--- src/rtl/emulador_de_teclado.sv ---
// emulador_de_teclado: emulates one press of a 4x4 matrix keypad key as seen by a row scanner.
//   Parameters: HOLD_CYCLES (closed time), RELEASE_CYCLES (guaranteed open time),
//               BOUNCE_CYCLES (bounce time, used only when EMULADOR_BOUNCE_EN is defined).
//   Ports: clk, rst (async, active-high); lin_matriz[3:0] active-low rows (bit 3 = row 0);
//          key_value[3:0] hex key; press_start one-clock request;
//          col_matriz[3:0] active-low columns; busy sequence in progress; done end pulse.
//   Build option: define EMULADOR_BOUNCE_EN to add a pseudo-random bounce phase before HOLD.
module emulador_de_teclado #(
   parameter int HOLD_CYCLES    = 200,
   parameter int RELEASE_CYCLES = 200,
   parameter int BOUNCE_CYCLES  = 16
) (
   input  logic       clk,
   input  logic       rst,
   input  logic [3:0] lin_matriz,
   input  logic [3:0] key_value,
   input  logic       press_start,
   output logic [3:0] col_matriz,
   output logic       busy,
   output logic       done
);
   // Counters are loaded with length-1 and run down to 0; a zero length still gives one clock.
   localparam logic [15:0] H_LD = 16'((HOLD_CYCLES < 1 ? 1 : HOLD_CYCLES) - 1);
   localparam logic [15:0] R_LD = 16'((RELEASE_CYCLES < 1 ? 1 : RELEASE_CYCLES) - 1);
`ifdef EMULADOR_BOUNCE_EN
   localparam logic [15:0] B_LD = 16'((BOUNCE_CYCLES < 1 ? 1 : BOUNCE_CYCLES) - 1);
   typedef enum logic [1:0] {IDLE, BOUNCE, HOLD, RELEASE} state_t;
   logic [7:0] lfsr_q, lfsr_d;
`else
   typedef enum logic [1:0] {IDLE, HOLD, RELEASE} state_t;
`endif
   state_t      state_q, state_d;
   logic [15:0] cnt_q, cnt_d;
   logic [3:0]  key_q, key_d;
   logic        done_q, done_d;
   logic [3:0]  pos;
   logic        closed;
   // Key code to {row index, column index} of the keypad layout 1 2 3 A / 4 5 6 B / 7 8 9 C / D 0 E F.
   function automatic logic [3:0] key_pos(input logic [3:0] k);
      case (k)
         4'h1: key_pos = 4'b0000;
         4'h2: key_pos = 4'b0001;
         4'h3: key_pos = 4'b0010;
         4'hA: key_pos = 4'b0011;
         4'h4: key_pos = 4'b0100;
         4'h5: key_pos = 4'b0101;
         4'h6: key_pos = 4'b0110;
         4'hB: key_pos = 4'b0111;
         4'h7: key_pos = 4'b1000;
         4'h8: key_pos = 4'b1001;
         4'h9: key_pos = 4'b1010;
         4'hC: key_pos = 4'b1011;
         4'hD: key_pos = 4'b1100;
         4'h0: key_pos = 4'b1101;
         4'hE: key_pos = 4'b1110;
         default: key_pos = 4'b1111;
      endcase
   endfunction
   always_comb begin
      state_d = state_q;
      cnt_d   = cnt_q;
      key_d   = key_q;
      done_d  = 1'b0;
      case (state_q)
         IDLE: if (press_start) begin
            key_d = key_value;
`ifdef EMULADOR_BOUNCE_EN
            state_d = BOUNCE;
            cnt_d   = B_LD;
`else
            state_d = HOLD;
            cnt_d   = H_LD;
`endif
         end
`ifdef EMULADOR_BOUNCE_EN
         BOUNCE: begin
            state_d = cnt_q == 16'd0 ? HOLD : BOUNCE;
            cnt_d   = cnt_q == 16'd0 ? H_LD : cnt_q - 16'd1;
         end
`endif
         HOLD: begin
            state_d = cnt_q == 16'd0 ? RELEASE : HOLD;
            cnt_d   = cnt_q == 16'd0 ? R_LD : cnt_q - 16'd1;
         end
         RELEASE: begin
            state_d = cnt_q == 16'd0 ? IDLE : RELEASE;
            cnt_d   = cnt_q == 16'd0 ? 16'd0 : cnt_q - 16'd1;
            done_d  = cnt_q == 16'd0;
         end
         default: state_d = IDLE;
      endcase
   end
`ifdef EMULADOR_BOUNCE_EN
   // Fibonacci LFSR for x^8+x^6+x^5+x^4+1, free-running.
   always_comb lfsr_d = {lfsr_q[6:0], lfsr_q[7] ^ lfsr_q[5] ^ lfsr_q[4] ^ lfsr_q[3]};
   always_ff @(posedge clk or posedge rst)
      if (rst) lfsr_q <= 8'hA5;
      else     lfsr_q <= lfsr_d;
   assign closed = state_q == HOLD || (state_q == BOUNCE && lfsr_q[0]);
`else
   assign closed = state_q == HOLD;
`endif
   always_ff @(posedge clk or posedge rst)
      if (rst) begin
         state_q <= IDLE;
         cnt_q   <= 16'd0;
         key_q   <= 4'h0;
         done_q  <= 1'b0;
      end else begin
         state_q <= state_d;
         cnt_q   <= cnt_d;
         key_q   <= key_d;
         done_q  <= done_d;
      end
   // Switch path: row index r drives lin_matriz[3-r], i.e. the bitwise inverse of the 2-bit index.
   assign pos        = key_pos(key_q);
   assign col_matriz = closed && !lin_matriz[~pos[3:2]] ? ~(4'b1000 >> pos[1:0]) : 4'b1111;
   assign busy       = state_q != IDLE;
   assign done       = done_q;
endmodule

--- config.mk ---
export PLATFORM = sky130hd
export DESIGN_NAME = emulador_de_teclado
export DESIGN_NICKNAME = d
export VERILOG_FILES = /design/src/rtl/emulador_de_teclado.sv
export SDC_FILE = /design/constraint.sdc
export NUM_CORES = 1
export LEC_CHECK = 0
export ABC_AREA = 0
export CAP_MARGIN = 25
export CELL_PAD_IN_SITES_DETAIL_PLACEMENT = 0
export CELL_PAD_IN_SITES_GLOBAL_PLACEMENT = 1
export CORE_MARGIN = 2
export CORE_UTILIZATION = 43
export DETAILED_ROUTE_END_ITERATION = 8
export PLACE_DENSITY_LB_ADDON = 0.1
export SLEW_MARGIN = 40
export SYNTH_ARGS = -nofsm -noshare
export SYNTH_HDL_FRONTEND = slang
export SYNTH_SLANG_ARGS = --single-unit
--- constraint.sdc ---
create_clock -name clk -period 2.8 [get_ports clk]
set_input_delay 0.28 -clock clk [delete_from_list [all_inputs] [get_ports clk]]
set_output_delay 0.28 -clock clk [all_outputs]
set_load 0.03 [all_outputs]
## Word-level counts from Yosys, hierarchy flattened

Memory sizes are Yosys's and may differ from the RTL's.
Cells that the tools add are included.

| operators by class | value |
|---|---|
| add/sub/neg operators | 1 |
| $lt $le $gt $ge | 1 |
| eq/ne operators | 3 |
| shifts and indexed selects | 1 |
| muxes and demuxes | 12 |
| bitwise gates (word level) | 2 |
| reduce and logical (&&, ||, !) cells | 8 |

Operator list:

| operator | count |
|---|---|
| $mux 16 | 3 |
| $pmux 16 s3 | 1 |
| $logic_not 16->1 | 1 |
| $sub 16x1->16 const B | 1 |
| $mux 2 | 3 |
| $pmux 2 s3 | 1 |
| $mux 4 | 1 |
| $not 4->4 | 1 |
| $reduce_and 2->1 | 2 |
| $shr 4x2->4 const A | 1 |
| $lt 2x3->1 const B | 1 |
| $reduce_bool 3->1 | 1 |
| $bmux 1 s2 | 1 |
| $eq 2x1->1 const B | 1 |
| $eq 2x2->1 const B | 1 |
| $logic_not 2->1 | 1 |
| $mux 1 | 2 |
| $ne 2x2->1 const B | 1 |
| $not 2->2 | 1 |
| $reduce_bool 2->1 | 1 |
| $logic_and 1x1->1 | 1 |
| $logic_not 1->1 | 1 |

| word-level totals | value |
|---|---|
| flip-flop bits (word level) | 23 |
| memory bits (read-only) | 64 |
| bits of input ports | 11 |
| output and inout bits | 6 |
| logic and storage cells | 33 |
| memories | 1 |

Memories:

| memory | depth | bits a word | read ports | clocked after Yosys merged registers in | write ports | line | RTL |
|---|---|---|---|---|---|---|---|
| (name not given) | 16 | 4 | 1 | 0 | 0 | 40 | `case (k)` |

## Longest topological paths before layout

An unclocked memory read counts as a cell.

| depth | value |
|---|---|
| depth in word-level cells | 7 |
| gate-level depth with buffers | 8 |

## Worst setup path after synthesis

OpenSTA, ideal clock, no wires.

| timing | value |
|---|---|
| path type | register to register |
| start | register state_q[0] |
| end | register cnt_q[15] |
| setup time | 0.069 ns |
| arrival | 2.021 ns |
| required time | 2.731 ns |
| setup slack | 0.710 ns |
| stages on the path, launching flop included | 8 |
| clock period less this slack | 2.090 ns |
| cell sequence | dfrtp_1 > inv_1 > ha_1 > o21ai_1 > nor3b_1 > nand2_1 > or4_1 > nand3_1 |

| between the ends | value |
|---|---|
| longest elaborated chain between the ends | 3 |
| elaborated cells on any way between the ends | 7 |

Ends and longest elaborated chain:

| item | line | RTL |
|---|---|---|
| start, declared | 32 | `state_t state_q, state_d;` |
| start signal, assigned | 110 | `state_q <= state_d;` |
| $eq 2x1->1, or another cell as far along | 64 | `case (state_q)` |
| $reduce_bool 3->1 (no line) or $ne 2x2->1 (tied branches) | -- |  |
| $reduce_and 2->1 (no line) | -- |  |
| end signal, assigned | 111 | `cnt_q <= cnt_d;` |
| end, declared | 33 | `logic [15:0] cnt_q, cnt_d;` |

Parallel ways exist; a longest one is shown, timed or not.
A chain may end at the register's enable or synchronous reset.

## Worst setup path in the final report

| timing | value |
|---|---|
| start | register key_q[0] |
| end | output col_matriz[2] |

| between the ends | value |
|---|---|
| longest elaborated chain between the ends | 7 |
| elaborated cells on any way between the ends | 9 |

Ends and longest elaborated chain:

| item | line | RTL |
|---|---|---|
| start, declared | 34 | `logic [3:0] key_q, key_d;` |
| start signal, assigned | 112 | `key_q <= key_d;` |
| $mem_v2 16x4 * | -- |  |
| $not 2->2 | 117 | `assign col_matriz = closed && !lin_matriz[~pos[3:2]] ? ~(4'b1000 >> pos[1:0]) : 4'b1111;` |
| $bmux 1 s2 | 117 |  |
| $mux 1 (implied by the code) | 117 |  |
| $logic_not 1->1 | 117 |  |
| $logic_and 1x1->1 | 117 |  |
| $mux 4 * | 117 |  |
| end, declared | 18 | `output logic [3:0] col_matriz,` |

Mark *: on every way between the ends. The rest lies on a longest branch, timed or not. The select of a mux whose other input is x is not followed.

==> summary.md <==
| Metric | Value |
|---|---|
| Reg2Reg Depth | 7 |
| Max incr delay on CP | between 0.4 and 0.5 ns |
| Post-synth cell types | 39 |
| Slew @ Worst Pin | roughly 0.7 ns |
| Core area | 0.003689 mm² |
| Worst hold-check path type | input pin to asynchronous set/reset pin |
| Post-synthesis sequential area ratio | about a third |
| Worst slew margin relative to its limit | 52.75% |
| Root Buffer | clkbuf_8 |
| TNS Setup | 0 ns |
| Syn Inst Count | 195 |
| Area grow syn2layout | 14.81% |
| Num rows | 22 |
| Fmax | 374.8 MHz |
| WL final | between 3000 and 4000 µm |
| Antenna violations before repair | 0 |
| Final clock skew | 0.001878 ns |
| Fillers | approximately 370 |
| Max-cap viol count | 0 |
| Clock transition at path regs | approximately 0.09 ns |
| Pin count of the biggest net entering global routing | 24 |
| Startpoint types | register |
| First-pass GRT wire length | 6948 µm |
| Critical path, cell by cell | inv_1 -> ha_1 -> or3b_2 -> a21oi_1 -> a21oi_1 -> o21a_1 -> nand4_1 -> dlygate4sd2_1 |
| CTS Buf Count | 3 |
| Static leakage | 0.7960 nW |
| Dominant cell type by area after synthesis | dfrtp_1 |
| Ports | 17 |
| Slowest-stage cell, CP | or3b_2 |
| Cell mode on critical path | a21oi_1 |
| Crit path time final | roughly 2.7 ns |
| Post-synth net total | around 220 |
| CP required | 2.52 ns |
| Initial Util | 45.12% |
| Port bufs | 16 |
| Main flop type after synthesis | dfrtp_1 |
| Layout Nets | 233 |
| Outcome | complete, no violations |
| Post-CTS resize count | 4 |
| Skew-Pair Late Insertion Delay | 0.27 ns |
| Clock Sink Count | 23 |
| Power Density | 1036 mW/mm² |
| Syn Std Cell Area | 0.001664 mm² |
| Kind of critical path | register to output pin |
| Vias | 1503 |
| Final core utilization | 51.80% |
| DP HPWL | 2897 µm |
| CTS Hold Buffers Added | 0 |
| Height of the chip | 66.21 µm |
| Clk buf depth | 2 |
| Maximum vdd drop | 0.5017 mV |
| Post-synthesis register bit count | 23 |
| Vias in the first global route | 1472 |
| Yosys warnings | 0 |
| Grt total ovfl | 0 |
| Drt drc | 0 |
| RSZ-0062 raised after global routing | no |
| Max Slew Vio Count | 0 |
| CTS tree | built |
| Final RePlAce weighted congestion | 0.8171 |
| Number of synthesized flops with an enable pin | 0 |
| Crit path launch | key_q[0] |
| Async set-reset flop share out of synthesis | 100.0% |
| Crit path max fanout | 7 |
| Final hold violations | 0 |
| Initial DRC count | 70 |
| WP data arrival | 2.39 ns |
| WL per Instance | 14.90 µm |
| DR vias/cell | 5.826 |
| Period utilisation layout | 95.30% |
| Die W | roughly 66 µm |
| Crit Reg-Reg Startpoint | state_q[0] |
| Fraction of layout cells with a size suffix above 1 | 9.524% |
| Final setup vio count | 0 |
| Ant. Diodes | 0 |
| CP Capture Type | output pin |
| DRT antenna net count | 0 |
| Dominant cells by area after synthesis | dfrtp_1, ha_1, o21ai_0 |
| Synth top area share | 34.59% |
| Setup bufs post-CTS | 0 |
| Total GRT Usage | 20.27% |
| Htree depth | 1 |
| Avg Cell Area, Syn | 8.534 µm² |
| Pre-antenna DRT Iters | 4 |
| Die area | 0.004384 mm² |
==> path summary, 6_finish.rpt <==
check | endpoint | slack (ns)
worst min register to register | cnt_q[10] | 0.54
min in group clk | cnt_q[10] | 0.54
worst max register to register | cnt_q[15] | 0.51
worst max-delay path | col_matriz[2] | 0.13
max in group asynchronous | state_q[1] | 2.13
worst min-delay path | cnt_q[14] | 0.34
==> synthesized netlist by cell type, types with 2 or more instances <==
library cell	instances
nand3_1	8
or4_4	2
nor4b_1	3
nand2b_1	3
o211ai_1	4
o41ai_1	2
o22a_1	2
nor2b_1	5
nand2_1	10
mux2_2	6
nor4_1	5
or3_1	4
o21bai_1	2
o21ai_0	21
a22o_1	2
nor3_1	10
nor2_1	9
or4_1	3
inv_1	15
a211oi_1	2
a21oi_1	12
clkbuf_1	6
dfrtp_1	23
o21a_1	4
o31ai_1	3
nand4_1	5
or3b_2	2
ha_1	11
==> kinds of logic (layout without fill, tap and decap cells) <==
kind of cell	Yosys count	in the layout	share of synthesized area (%)
fa+ha+maj	11	11	8.271
flops	23	23	34.59
buf+inv	23	38	5.864
simple gates	73	73	25.11
compound gates	59	59	22.11
mux	6	6	4.060
==> per-layer routing <==
metal	up-vias	routed length (µm)	global-route usage (%)
li1	749	-	-
met1	714	1823	26.15
met2	34	1807	35.75
met3	6	163	2.896
met4	0	49	4.337
met5	-	0	0
==> worst max-delay path, delay by kind of cell, from the launching register on <==
family / cells / cell delay (ns)
AO/OA/AOI/OAI: 3 / 0.44
adder cells (fa/ha/maj): 1 / 0.28
buffers and inverters: 2 / 0.47
flip-flops: 1 / 0.40
AND/OR/NAND/NOR: 2 / 0.54
==> area by class of cell <==
cell class	instances	area (µm²)	area share, %
repair buffers	19	181.4	9.496
clock inverters	1	5.005	0.2620
well taps	48	60.06	3.143
multi-input cells	149	991.0	51.87
clock buffers	3	41.29	2.161
flip-flops and latches	23	575.6	30.12
inverters	15	56.30	2.947
==> report_power, final <==
part	internal (W)	leakage, nW	switching, W	total, W
sequential	0.000423	0.294	0.000138	0.000562
clock	0.0000996	0.0255	0.000114	0.000214
combinational	0.000517	0.476	0.000686	0.00120
==> cells in the final DEF, fill, tap and decap left out, types with 5 or more instances in the layout <==
master	instances
ha_1	11
inv_1	14
clkdlybuf4s50_1	12
nand3_1	8
nand2_1	10
nor3_1	10
mux2_2	6
o21ai_0	21
a21oi_1	12
nor2_1	9
nor4_1	5
nor2b_1	5
dfrtp_1	23
nand4_1	5
==> state kept, by name (all words and copies together), names as in the netlist <==
register and flops:
cnt_q 16, state_q 2, key_q 4, done 1
==> metrics by stage <==
| step | power [W] | instance area, µm² | cells | hold WS [ns] | worst slack (ns) |
|---|---|---|---|---|---|
| global route | 0.002168 | 1911 | 258 | 0.3744 | 0.002153 |
| CTS | 0.001984 | 1907 | 258 | 0.3671 | 0.1146 |
| floorplan | 0.001461 | 1664 | 195 | 0.2819 | 0.7103 |
| finish | 0.001979 | 1911 | 258 | 0.3377 | 0.1317 |
| detailed placement | 0.001776 | 1866 | 254 | 0.5303 | 0.1293 |
| global placement | 0.001746 | 1866 | 254 | 0.5171 | 0.1632 |
Note: power is estimated with default switching activity, not from simulation.
==> edit 1: new RTL, config.mk and constraints unchanged <==
`key_q` no longer has a reset.
--- a/src/rtl/emulador_de_teclado.sv
+++ b/src/rtl/emulador_de_teclado.sv
@@ -104,14 +104,16 @@
       if (rst) begin
          state_q <= IDLE;
          cnt_q   <= 16'd0;
-         key_q   <= 4'h0;
          done_q  <= 1'b0;
       end else begin
          state_q <= state_d;
          cnt_q   <= cnt_d;
-         key_q   <= key_d;
          done_q  <= done_d;
       end
+
+   always_ff @(posedge clk) begin
+      key_q <= key_d;
+   end
    // Switch path: row index r drives lin_matriz[3-r], i.e. the bitwise inverse of the 2-bit index.
    assign pos        = key_pos(key_q);
    assign col_matriz = closed && !lin_matriz[~pos[3:2]] ? ~(4'b1000 >> pos[1:0]) : 4'b1111;
Function: same outputs for any inputs over 10 cycles, from zero or initial values and one cycle with rst high; that may be too few to reach the edited logic, so the function may still have changed.
==> edit 1 against the original RTL <==
Non-clock buffer count fell by 1. Sequential cell count rose by 4. Worst hold slack got worse by 0.018 ns. Synthesized area rose by 1.1%. Maximum frequency rose by 5.7%. Setup slack improved by 0.14 ns. Power fell by 12%. Wire length fell by 8.2%. Final cell count fell by 7.4%. Final area rose by 1.5%.
==> edit 1: results (changes against the original RTL) <==
run_status:
  outcome: "finished clean"
detailed_routing:
  wl_met3_um: 112  # -31%
  wl_per_cell_um: 14.8  # -0.87%
  drtIter0Drc: 89  # +27%
  viasPerCell: 5.52  # -5.3%
  wl_met1_um: 1610  # -12%
  firstDrtPassIters: 4  # unchanged
  wl_met2_um: 1780  # -1.4%
sta:
  worst_slew_pin_slew_ns: 0.714  # +0.0116 ns
  clock_skew_ns: 0.00785  # +0.00598 ns
critical_path:
  worstPathMaxFanout: 4  # -3
  cp.arrival_ns: 2.24  # -0.15 ns
synth:
  ys_top_cells_by_count: "dfrtp_1, nand2_1, inv_1, nor2_1, ha_1"
  synthCells: 174  # -11%
  synth_seq_area_share: 0.401  # +0.0556
  ys_types: 43  # +10%
  synthTopCellsByArea: "dfrtp_1, ha_1, edfxtp_1"
  synth_fp_nets: 199  # -8.3%
  ys_async_sr_fraction: 0.704  # -0.296
  synth_edf_count: 4  # +4
cts:
  ctsResizeCount: 0  # -4
placement:
  globalplace.congestion: 0.825  # +0.98%
  dp_hpwl_um: 2710  # -6.5%
  place_ws_ns: 0.269  # +0.140 ns
pwr:
  p_leak_nw: 0.843  # +5.9%
  vdd_drop_max_mv: 0.458  # -8.8%
global_route:
  met3_usage: 0.0203  # -0.00869
  grt_util_met1: 0.234  # -0.0271
  track_usage: 0.181  # -0.0219
  grt_pass1_vias: 1348  # -8.4%
  met2_usage: 0.311  # -0.0462
  grt_pass1_wl_um: 6100  # -12%
finish:
  final_nets: 217  # -6.9%
  instances_no_fill: 239  # -7.4%
  drive_above_1_share: 0.0995  # +0.00424
[edit 1: cell count changes after synthesis, moves of 5 or more]
cell	change
a31oi_1	+5
nor2_1	+6
nand3_1	-5
nand2_1	+6
mux2_2	-5
o21ai_0	-14
[edit 1: cells by family (layout without fill, tap and decap cells)]
group	count (synthesis)	after routing	synth area share
xor gates and xnor gates	3	3	0.0156
adders and majority gates	14	14	0.104
and+or+nand+nor	64	64	0.207
muxes	9	9	0.0840
buffers and inverters	20	37	0.0498
DFF	27	27	0.401
AOI/OAI and AO/OA	37	37	0.138
[edit 1: worst paths after layout]
| kind | start | cells past startpoint | end | slack [ns] |
|---|---|---|---|---|
| setup / recovery | lin_matriz[0] | 5 | col_matriz[3] | 0.28 |
| hold / removal | rst | 2 | cnt_q[8] | 0.32 |
| setup reg to reg | state_q[0] | 8 | pos[0] | 0.30 |
| hold reg to reg | cnt_q[13] | 1 | cnt_q[13] | 0.51 |
| max in group asynchronous | rst | 2 | cnt_q[10] | 2.14 |
| min in group clk | cnt_q[13] | 1 | cnt_q[13] | 0.51 |
[edit 1: critical path, stage by stage]
cell and delay (ns):
clkdlybuf4s50_1 0.39, mux4_2 0.46, nand2b_1 0.19, or3_1 0.33
clkdlybuf4s50_1 0.60
[edit 1: final cells by class]
class | count | area (um2)
clock buffers | 3 | 41.3
clock inverters | 1 | 5.00
fillers | 357 | 1780
inverters | 15 | 56.3
multi-input cells | 127 | 926
flip-flops and latches | 27 | 676
well taps | 48 | 60.1
repair buffers | 18 | 175
[edit 1: report_power, final]
part / leakage [nW] / switching (mW) / internal [mW]
registers: 0.318 / 0.101 / 0.516
logic: 0.499 / 0.530 / 0.371
clock network: 0.0255 / 0.129 / 0.100
==> edit 2: new RTL, same settings <==
Without the edit above. Build with the macro `EMULADOR_BOUNCE_EN` defined.
--- a/src/rtl/emulador_de_teclado.sv
+++ b/src/rtl/emulador_de_teclado.sv
@@ -5,6 +5,8 @@
 //          key_value[3:0] hex key; press_start one-clock request;
 //          col_matriz[3:0] active-low columns; busy sequence in progress; done end pulse.
 //   Build option: define EMULADOR_BOUNCE_EN to add a pseudo-random bounce phase before HOLD.
+`define EMULADOR_BOUNCE_EN
+
 module emulador_de_teclado #(
    parameter int HOLD_CYCLES    = 200,
    parameter int RELEASE_CYCLES = 200,
Function: changed (Yosys sat finds a counterexample within 4 cycles, from zero or initial values and one cycle with rst high).
==> edit 2 against the original RTL <==
Synthesized area increased by 26%. Critical path type unchanged. Setup slack improved by 0.067 ns. Wire length increased by 19%. Sequential power increased by 42%. Final area increased by 25%. Combinational power increased by 18%. Sequential cell count increased by 8. Global-route usage decreased by 2.0 points. Power increased by 29%.
==> edit 2: results (changes against the original RTL) <==
critical_path:
  path_class: "flip-flop to primary output"
  worstPathMaxFanout: 7  # unchanged
  r2r_setup_slack_ns: 0.70  # +0.19 ns
  crit_start: "key_q[1]"
  cpMaxStageDelayCell: "dfrtp_1"
  reg2reg_from: "cnt_q[0]"
  slowest_delay_ns: 0.41  # -0.05 ns
cts:
  cts-root-buf: "clkbuf_8"
  clk_latency_ns: 0.28
  cts.path.max_buffers: 2  # unchanged
  clk_pin_slew_ns: 0.07  # -0.02 ns
  cts_post_setup_buffers_inserted: 0  # unchanged
  numCtsBuffers: 5  # +2
  htree_levels: 2  # +1
  ctsResizeCount: 2  # -2
synth:
  synth_seq_area_share: 0.373  # +0.0269
  ys_async_sr_fraction: 1.00  # unchanged
  synthTopCellsByArea: "dfrtp_1, ha_1, dfstp_2"
  ys_top_cells_by_count: "dfrtp_1, inv_1, nand4_1"
  ys_types: 50  # +28%
  ys.warnings.count: 0  # unchanged
  synth_fp_nets: 233  # +7.4%
global_route:
  grt_start_max_net_pins: 32  # +33%
  antenna_found_initial: 0  # unchanged
  track_usage: 0.182  # -0.0202
  grt_pass1_wl_um: 7660  # +10%
  grt_pass1_vias: 1614  # +9.6%
detailed_routing:
  wl_per_cell_um: 15.7  # +5.3%
  firstDrtPassIters: 4  # unchanged
  drtIter0Drc: 65  # -7.1%
  viasPerCell: 5.73  # -1.7%
sta:
  slew_headroom: 0.504  # -0.0232
  hold_slack_ns: 0.352  # +0.0144 ns
  clock_skew_ns: 0.00725  # +0.00537 ns
  min_period_ns: 2.60  # -0.0670 ns
placement:
  dpl-instance-area_um2: 2290  # +23%
  place_ws_ns: 0.258  # +0.129 ns
  dp_hpwl_um: 3250  # +12%
  globalplace.congestion: 0.850  # +4.1%
  portBuffers: 16  # unchanged
finish:
  drive_above_1_share: 0.142  # +0.0470
  reg.largest.list: "cnt_q (16), lfsr_q (8), key_q (4)"
  n_antenna_cell: 0  # unchanged
  final_nets: 246  # +5.6%
min_path:
  hold_path.class: "flip-flop to flip-flop"
  hold_start: "lfsr_q[1]"
pwr:
  vdd_drop_max_mv: 0.866  # +73%
  p_leak_nw: 0.955  # +20%
run_status:
  outcome: "finished clean"
edit 2: logic make-up after synthesis:
logic type,Yosys count,share of synthesized area
AND/OR/NAND/NOR,82,0.257
AO/OA/AOI/OAI,39,0.135
flip-flops,31,0.373
buffers and inverters,28,0.0615
multiplexers,16,0.0914
adder cells (fa/ha/maj),11,0.0657
XOR/XNOR,4,0.0167
edit 2: metal layers:
layer,vias up,global-route usage,wire length (um)
li1,817,-,-
met1,829,0.252,2200
met2,24,0.292,2250
met3,2,0.0384,121
met4,0,0.0444,15
met5,-,0,0
edit 2: final timing paths:
path	depth (start not counted)	to
min in group asynchronous	3	cnt_q[11]
min	0	lfsr_q[2]
min reg2reg	0	lfsr_q[2]
max	7	col_matriz[1]
max in group asynchronous	3	lfsr_q[0]
max reg2reg	6	cnt_q[1]
edit 2: metrics by stage:
step                instances  utilization
detailed placement        284        0.485
global placement          284        0.485
floorplan                 211            -
global route              292        0.504
finish                    292        0.504
CTS                       292        0.502
edit 2: cell type report:
class                           count  area, um2
Sequential cell                    31        781
Multi-Input combinational cell    152       1190
Fill cell                         449       2340
Clock buffer                        6       72.6
Timing Repair Buffer               19        185
Inverter                           15       56.3
Tap cell                           67       83.8
Clock inverter                      2       12.5
edit 2: critical path: cells and delay by family, from the launching register on:
kind | cells | cell delay (ns)
fa+ha+maj | 1 | 0.27
compound gates | 1 | 0.20
flops | 1 | 0.41
buf+inv | 2 | 0.47
simple gates | 3 | 0.69
edit 2: power breakdown:
part           total (mW)  switching (mW)  internal, mW  leakage, nW
Sequential          0.798           0.238         0.560        0.394
Combinational        1.42           0.764         0.654        0.519
Clock               0.346           0.172         0.174       0.0412
